[config.mk]
export PLATFORM = sky130hd
export DESIGN_NAME = fetch_unit
export DESIGN_NICKNAME = d
export VERILOG_FILES = /design/src/rtl/fetch_unit.sv
export SDC_FILE = /design/constraint.sdc
export NUM_CORES = 1
export LEC_CHECK = 0
export BUFFER_PORTS_ARGS = -buffer_cell sky130_fd_sc_hd__clkbuf_2
export CAP_MARGIN = 0
export CORE_MARGIN = 2
export CORE_UTILIZATION = 45
export DETAILED_ROUTE_END_ITERATION = 10
export PLACE_DENSITY = 0.68
export SLEW_MARGIN = 20
export SYNTH_ARGS = -nofsm -noshare
export SYNTH_HDL_FRONTEND = slang
export SYNTH_SLANG_ARGS = --single-unit
[constraint.sdc]
create_clock -name clk -period 11.4 [get_ports clk]
set_input_delay 2.28 -clock clk [delete_from_list [all_inputs] [get_ports clk]]
set_output_delay 2.28 -clock clk [all_outputs]
set_load 0.005 [all_outputs]
[src/rtl/fetch_unit.sv]
// BEAN-2 fetch stage: req/ack instruction-memory port feeding a small prefetch FIFO toward decode.
// Optional macro FETCH_MISALIGN_CHECK_EN: a misaligned redirect sets a sticky error and halts fetching.
module fetch_unit #(
    parameter logic [31:0] RESET_PC   = 32'h0000_0000,
    parameter int          FIFO_DEPTH = 2
) (
    input  logic        clk,
    input  logic        reset,
    input  logic        stall_F,
    input  logic        flush_F,
    input  logic [31:0] redirect_pc,
    output logic        imem_req,
    output logic [31:0] imem_addr,
    input  logic        imem_ack,
    input  logic [31:0] imem_rdata,
    output logic        valid_D,
    output logic [31:0] instr_D,
    output logic [31:0] pc_D,
    output logic        misalign_err
);
    // state | meaning
    // IDLE  | no request outstanding; issue one when the FIFO has room
    // WAIT  | request on the port, waiting for imem_ack
    // DROP  | flushed while waiting; swallow the returning ack
    localparam int PTR_W = $clog2(FIFO_DEPTH);
    localparam int CNT_W = PTR_W + 1;
    localparam logic [CNT_W-1:0] DEPTH_C = CNT_W'(FIFO_DEPTH);
    localparam logic [31:0] NOP = 32'h0000_0013;

    typedef enum logic [1:0] {S_IDLE, S_WAIT, S_DROP} state_t;

    state_t            state_q, state_d;
    logic [31:0]       fetch_pc_q, fetch_pc_d;
    logic              req_q, req_d;
    logic [31:0]       addr_q, addr_d;
    logic [PTR_W-1:0]  rd_ptr_q, wr_ptr_q;
    logic [CNT_W-1:0]  count_q;
    logic [31:0]       mem_pc_q    [FIFO_DEPTH];
    logic [31:0]       mem_instr_q [FIFO_DEPTH];
    logic              push, pop, issue, halt;

`ifdef FETCH_MISALIGN_CHECK_EN
    logic misalign_q;

    always_ff @(posedge clk) begin
        if (reset) begin
            misalign_q <= 1'b0;
        end else if (flush_F && (redirect_pc[1:0] != 2'b00)) begin
            misalign_q <= 1'b1;
        end
    end

    assign halt         = misalign_q;
    assign misalign_err = misalign_q;
`else
    assign halt         = 1'b0;
    assign misalign_err = 1'b0;
`endif

    always_ff @(posedge clk) begin
        if (reset) begin
            state_q <= S_IDLE;
        end else begin
            state_q <= state_d;
        end
    end

    always_comb begin
        state_d = state_q;
        unique case (state_q)
            S_IDLE: if (!flush_F && !halt && (count_q < DEPTH_C)) state_d = S_WAIT;
            S_WAIT: begin
                if (imem_ack)     state_d = S_IDLE;
                else if (flush_F) state_d = S_DROP;
            end
            S_DROP: if (imem_ack) state_d = S_IDLE;
            default: state_d = S_IDLE;
        endcase
    end

    // Only one request is ever outstanding, so in-flight occupancy is just "in WAIT".
    always_comb begin
        issue      = (state_q == S_IDLE) && (state_d == S_WAIT);
        push       = (state_q == S_WAIT) && imem_ack && !flush_F;
        pop        = (count_q != '0) && !stall_F && !flush_F;
        req_d      = (state_d == S_WAIT);
        addr_d     = issue ? fetch_pc_q : addr_q;
        fetch_pc_d = fetch_pc_q;
        if (flush_F) begin
            fetch_pc_d = redirect_pc & 32'hFFFF_FFFC;
        end else if (push) begin
            fetch_pc_d = fetch_pc_q + 32'd4;
        end
    end

    always_ff @(posedge clk) begin
        if (reset) begin
            fetch_pc_q <= RESET_PC;
            req_q      <= 1'b0;
            addr_q     <= RESET_PC;
            rd_ptr_q   <= '0;
            wr_ptr_q   <= '0;
            count_q    <= '0;
        end else begin
            fetch_pc_q <= fetch_pc_d;
            req_q      <= req_d;
            addr_q     <= addr_d;
            if (flush_F) begin
                rd_ptr_q <= '0;
                wr_ptr_q <= '0;
                count_q  <= '0;
            end else begin
                if (push) wr_ptr_q <= wr_ptr_q + PTR_W'(1);
                if (pop)  rd_ptr_q <= rd_ptr_q + PTR_W'(1);
                if (push && !pop)      count_q <= count_q + CNT_W'(1);
                else if (pop && !push) count_q <= count_q - CNT_W'(1);
            end
        end
    end

    always_ff @(posedge clk) begin
        if (push) begin
            mem_pc_q[wr_ptr_q]    <= fetch_pc_q;
            mem_instr_q[wr_ptr_q] <= imem_rdata;
        end
    end

    assign imem_req  = req_q;
    assign imem_addr = addr_q;
    assign valid_D   = (count_q != '0);
    assign instr_D   = valid_D ? mem_instr_q[rd_ptr_q] : NOP;
    assign pc_D      = valid_D ? mem_pc_q[rd_ptr_q] : 32'h0;

endmodule

==> results.md <==
Setup path:
- The worst setup path is launched from a register.
- Along the worst path, the maximum fanout reaches 34.
- The kind of critical path is register to primary output.
- The worst setup path is captured at a primary output.
- In this run the register-to-register setup slack is 8.69 ns.
- The launching point of the worst reg2reg path is fetch_pc_q[9].
- For the worst flop-to-flop path, the logic depth is 4.
- The destination of the worst register-to-register timing path is fetch_pc_q[21].
- At the worst endpoint, the required time is roughly 9 ns.
- The arrival time of the worst setup path is 1.96 ns.

STA:
- The setup skew after layout is approximately 0.0066 ns.
- The minimum period implied by the final worst setup slack is ~4.2 ns.
- The number of slew-limit violations in the final report is 0.
- The worst pin sits at a relative slew slack of a little under a third.
- Setup repair after global routing left no endpoint under its margin.
- Setup violations remaining at the end of the flow were counted as 0.
- At the pin with the least slew margin, the transition time is 1.02 ns.
- The part of the cycle the worst path needs is between 30 and 40%.
- The total count of hold-check failures in the final report is 0.
- The maximum operating frequency is 236 MHz.
- The total negative slack for setup checks is 0 ns.
- Setup slack closes at approximately 7 ns.

Synthesis:
- Sequential cells were found to cover 63.7% of the synthesized design area.
- Each instance of the synthesized netlist takes up on average between 10 and 15 sq um.
- The gate count after technology mapping is 680.
- Summing every instance area after synthesis gives 0.00798 sq mm.
- The number of warnings printed during yosys synthesis is 0.
- The largest total area in the synthesized netlist belongs to edfxtp_1.
- The synthesized flop and latch total is roughly 190.
- By area the synthesized netlist is led by edfxtp_1 47%, dfxtp_1 17%, mux2i_1 8.0%.
- The fraction of synthesized cell area taken by the top area cell type is roughly 47%.
- The synthesized netlist contains a little under 50 unique library cells.

Placement:
- Routability-driven placement finished with a final weighted congestion of 0.885.
- Summing all placed instances gives a cell area of a little under 0.009 sq mm.
- The count of input and output buffers is 160.
- The worst-case setup slack after placement is ~6.9 ns.
- The HPWL after detailed placement is between 10 and 15 mm.

Cells and area:
- The ratio of cells with drive above 1 in the final layout is approximately a quarter.
- In the layout the commonest cells are 160 x clkbuf_2, 124 x edfxtp_1, 90 x nor2_1.
- At the end of the flow, the number of nets in the layout was just under 900.
- The diode insertion count for antenna repair is 0.
- The final instance area is between 0.009 and 0.01 sq mm.
- The share of the core filled with cells is 54.9%.
- Leaving out fill and tap cells, the most frequent cell in the layout is clkbuf_2.
- The signed area change from the synthesized netlist to the final layout is 19.0%.

Hold path:
- The tightest min-delay check is of the register to register type.
- The worst hold path passes through 2 cells.
- The worst hold path begins at imem_addr[23].
- The worst hold path terminates at imem_addr[23].

Global routing:
- The global router's overall resource usage is approximately a fifth.
- The largest net degree at the start of global routing is 65.
- The initial antenna violation count is 0.
- The via count of the first global-routing pass is between 5,000 and 6,000.
- Summed over all layers, the global routing overflow is 0.
- The wire length of the first global-routing pass is approximately 28 mm.

Die:
- The total core area is 0.0173 sq mm.
- The die is roughly 140 um tall.
- The width of the die is roughly 140 um.
- The die covers between 0.015 and 0.02 sq mm.
- In this run the count of I/O pins placed on the die edge is ~170.
- The initial standard-cell utilization of the core is between 40% and 50%.
- The initialized floorplan defines 48 standard-cell rows.

Route:
- The DRC violation count after routing is 0.
- Summing over every cut layer, the via total after detailed routing is 5,790.
- The routed wire length per instance is ~17 um.
- The ratio of routed vias to standard cells is around 5.5.
- After detailed routing, the total wire length is between 15 and 20 mm.
- The DRC violation total after the first TritonRoute iteration is around 350.
- The number of detailed-route iterations in the first pass is 5.
- The number of antenna-violating nets in the routed design is 0.

Clocking:
- For this design, the sink count on the clock tree is approximately 190.
- The clock-pin slew reported for the worst setup and hold paths after clock tree synthesis is 0.07 ns.
- The clock tree from TritonCTS is built.
- The clock passes through at most 2 buffers.
- Clock latency on the worst-skew pair, taken at its later pin, is roughly 0.42 ns.
- The total CTS buffers is 17.
- After clock tree synthesis, the flow added hold-fix buffers numbering 0.
- Clock tree synthesis selected as its root buffer the cell clkbuf_16.
- The buffer count from post-CTS setup fixing is 0.
- The number of levels in the clock H-tree is 4.
- Once the clock tree was built, the resizer swapped 0 gates to a different size.

Power:
- Net switching is between 20 and 25% of the power.
- The power per unit of standard cell area is roughly 150 mW/mm^2.
- The internal power of the cells totals approximately 1.1 mW.
- For this design the static power due to leakage is between 3 and 4 nW.
- In this run, the combinational gates consume 5.3% of the power.
- Across the VDD grid, the largest voltage drop is between 0.0001 and 0.00015 V.
- The share of total power in the clock network is around two fifths.
- Sequential cells account for 55.6% of the total power.
- In this run the power spent charging and discharging nets is between 0.3 and 0.4 mW.

Run:
- The number of violations of the max-capacitance limit is 0.

Outcome:
- The run finished with clean final reports.
worst max-delay path by stage:
stage,start,endpoint,cells after the start
detailed placement,imem_ack,mem_pc_q[1][18],4
global placement,imem_ack,mem_pc_q[1][18],4
finish,register,instr_D[31],4
global route,count_q[1],instr_D[4],5
CTS,register,pc_D[10],3
floorplan,imem_ack,mem_instr_q[0][0],4
final cells by class:
class	count	area [sq um]
clock buffers	18	429
clock inverters	14	115
fillers	1513	7800
inverters	3	11.3
multi-input cells	439	2700
flip-flops and latches	192	5090
well taps	225	282
repair buffers	168	873
synthesized netlist by cell type (all sizes together):
library cell / count
xnor2: 4
ha: 2
or3: 10
a2bb2oi: 1
nor4: 11
nor3: 7
and3: 5
nand4: 11
mux2: 1
o31ai: 7
a311oi: 14
nand3b: 1
o41ai: 1
a31oi: 5
a21boi: 1
and4: 4
nor2b: 3
o21ai: 6
o211ai: 5
or4b: 1
edfxtp: 124
nand2: 80
and3b: 1
a211oi: 7
conb: 1
dfxtp: 68
or2: 1
xor2: 8
o21bai: 1
inv: 3
o311ai: 5
nand4b: 4
buf: 15
a2111oi: 4
and2: 6
mux2i: 64
or4: 13
a21oi: 34
nor3b: 1
nor2: 91
nand3: 14
clkbuf: 35
sequential cells by signal, indices dropped and copies added (netlist names), named ones only:
signal and cells:
state_q 2, mem_pc_q 60, imem_req 1, rd_ptr_q 1, wr_ptr_q 1, fetch_pc_q 30
imem_addr 30, count_q 2, mem_instr_q 64
stage by stage:
step,hold WS [ns],power (mW),std cells
floorplan,0.420,0.832,684
global placement,0.443,0.869,1026
detailed placement,0.446,0.872,1026
CTS,0.456,1.42,1058
global route,0.477,1.46,1059
finish,0.455,1.41,1059
layer usage:
| metal | routed length [um] | vias up | global-route usage, % |
|---|---|---|---|
| met4 | 430 | 0 | 7.33 |
| met3 | 1190 | 32 | 4.48 |
| met5 | 0 | - | 0 |
| li1 | - | 2792 | - |
| met1 | 8230 | 2759 | 26.7 |
| met2 | 8510 | 207 | 31.2 |
cell families (layout without fill, tap and decap cells):
group | after synthesis | count (layout) | share of synthesized area [%]
simple gates | 264 | 264 | 15.9
flops | 192 | 192 | 63.7
compound gates | 91 | 91 | 7.62
mux | 65 | 65 | 8.17
buf+inv | 53 | 203 | 2.92
xor+xnor | 12 | 12 | 1.32
fa+ha+maj | 2 | 2 | 0.314
other cells | 1 | 5 | 0.0470
worst max-delay path, stage by stage (launching register included):
cell	delay, ns
dfxtp_4	0.76
buf_12	0.31
mux2i_1	0.23
nor2_1	0.07
clkbuf_2	0.14
power groups by stage:
stage,registers [mW],clock network (mW),logic [mW]
after floorplan,0.786,0,0.0457
after global placement,0.796,0,0.0731
after detailed placement,0.797,0,0.0749
after CTS,0.782,0.561,0.0752
after global routing,0.784,0.594,0.0834
final,0.782,0.550,0.0744
Note: power is estimated with default switching activity, not from simulation.
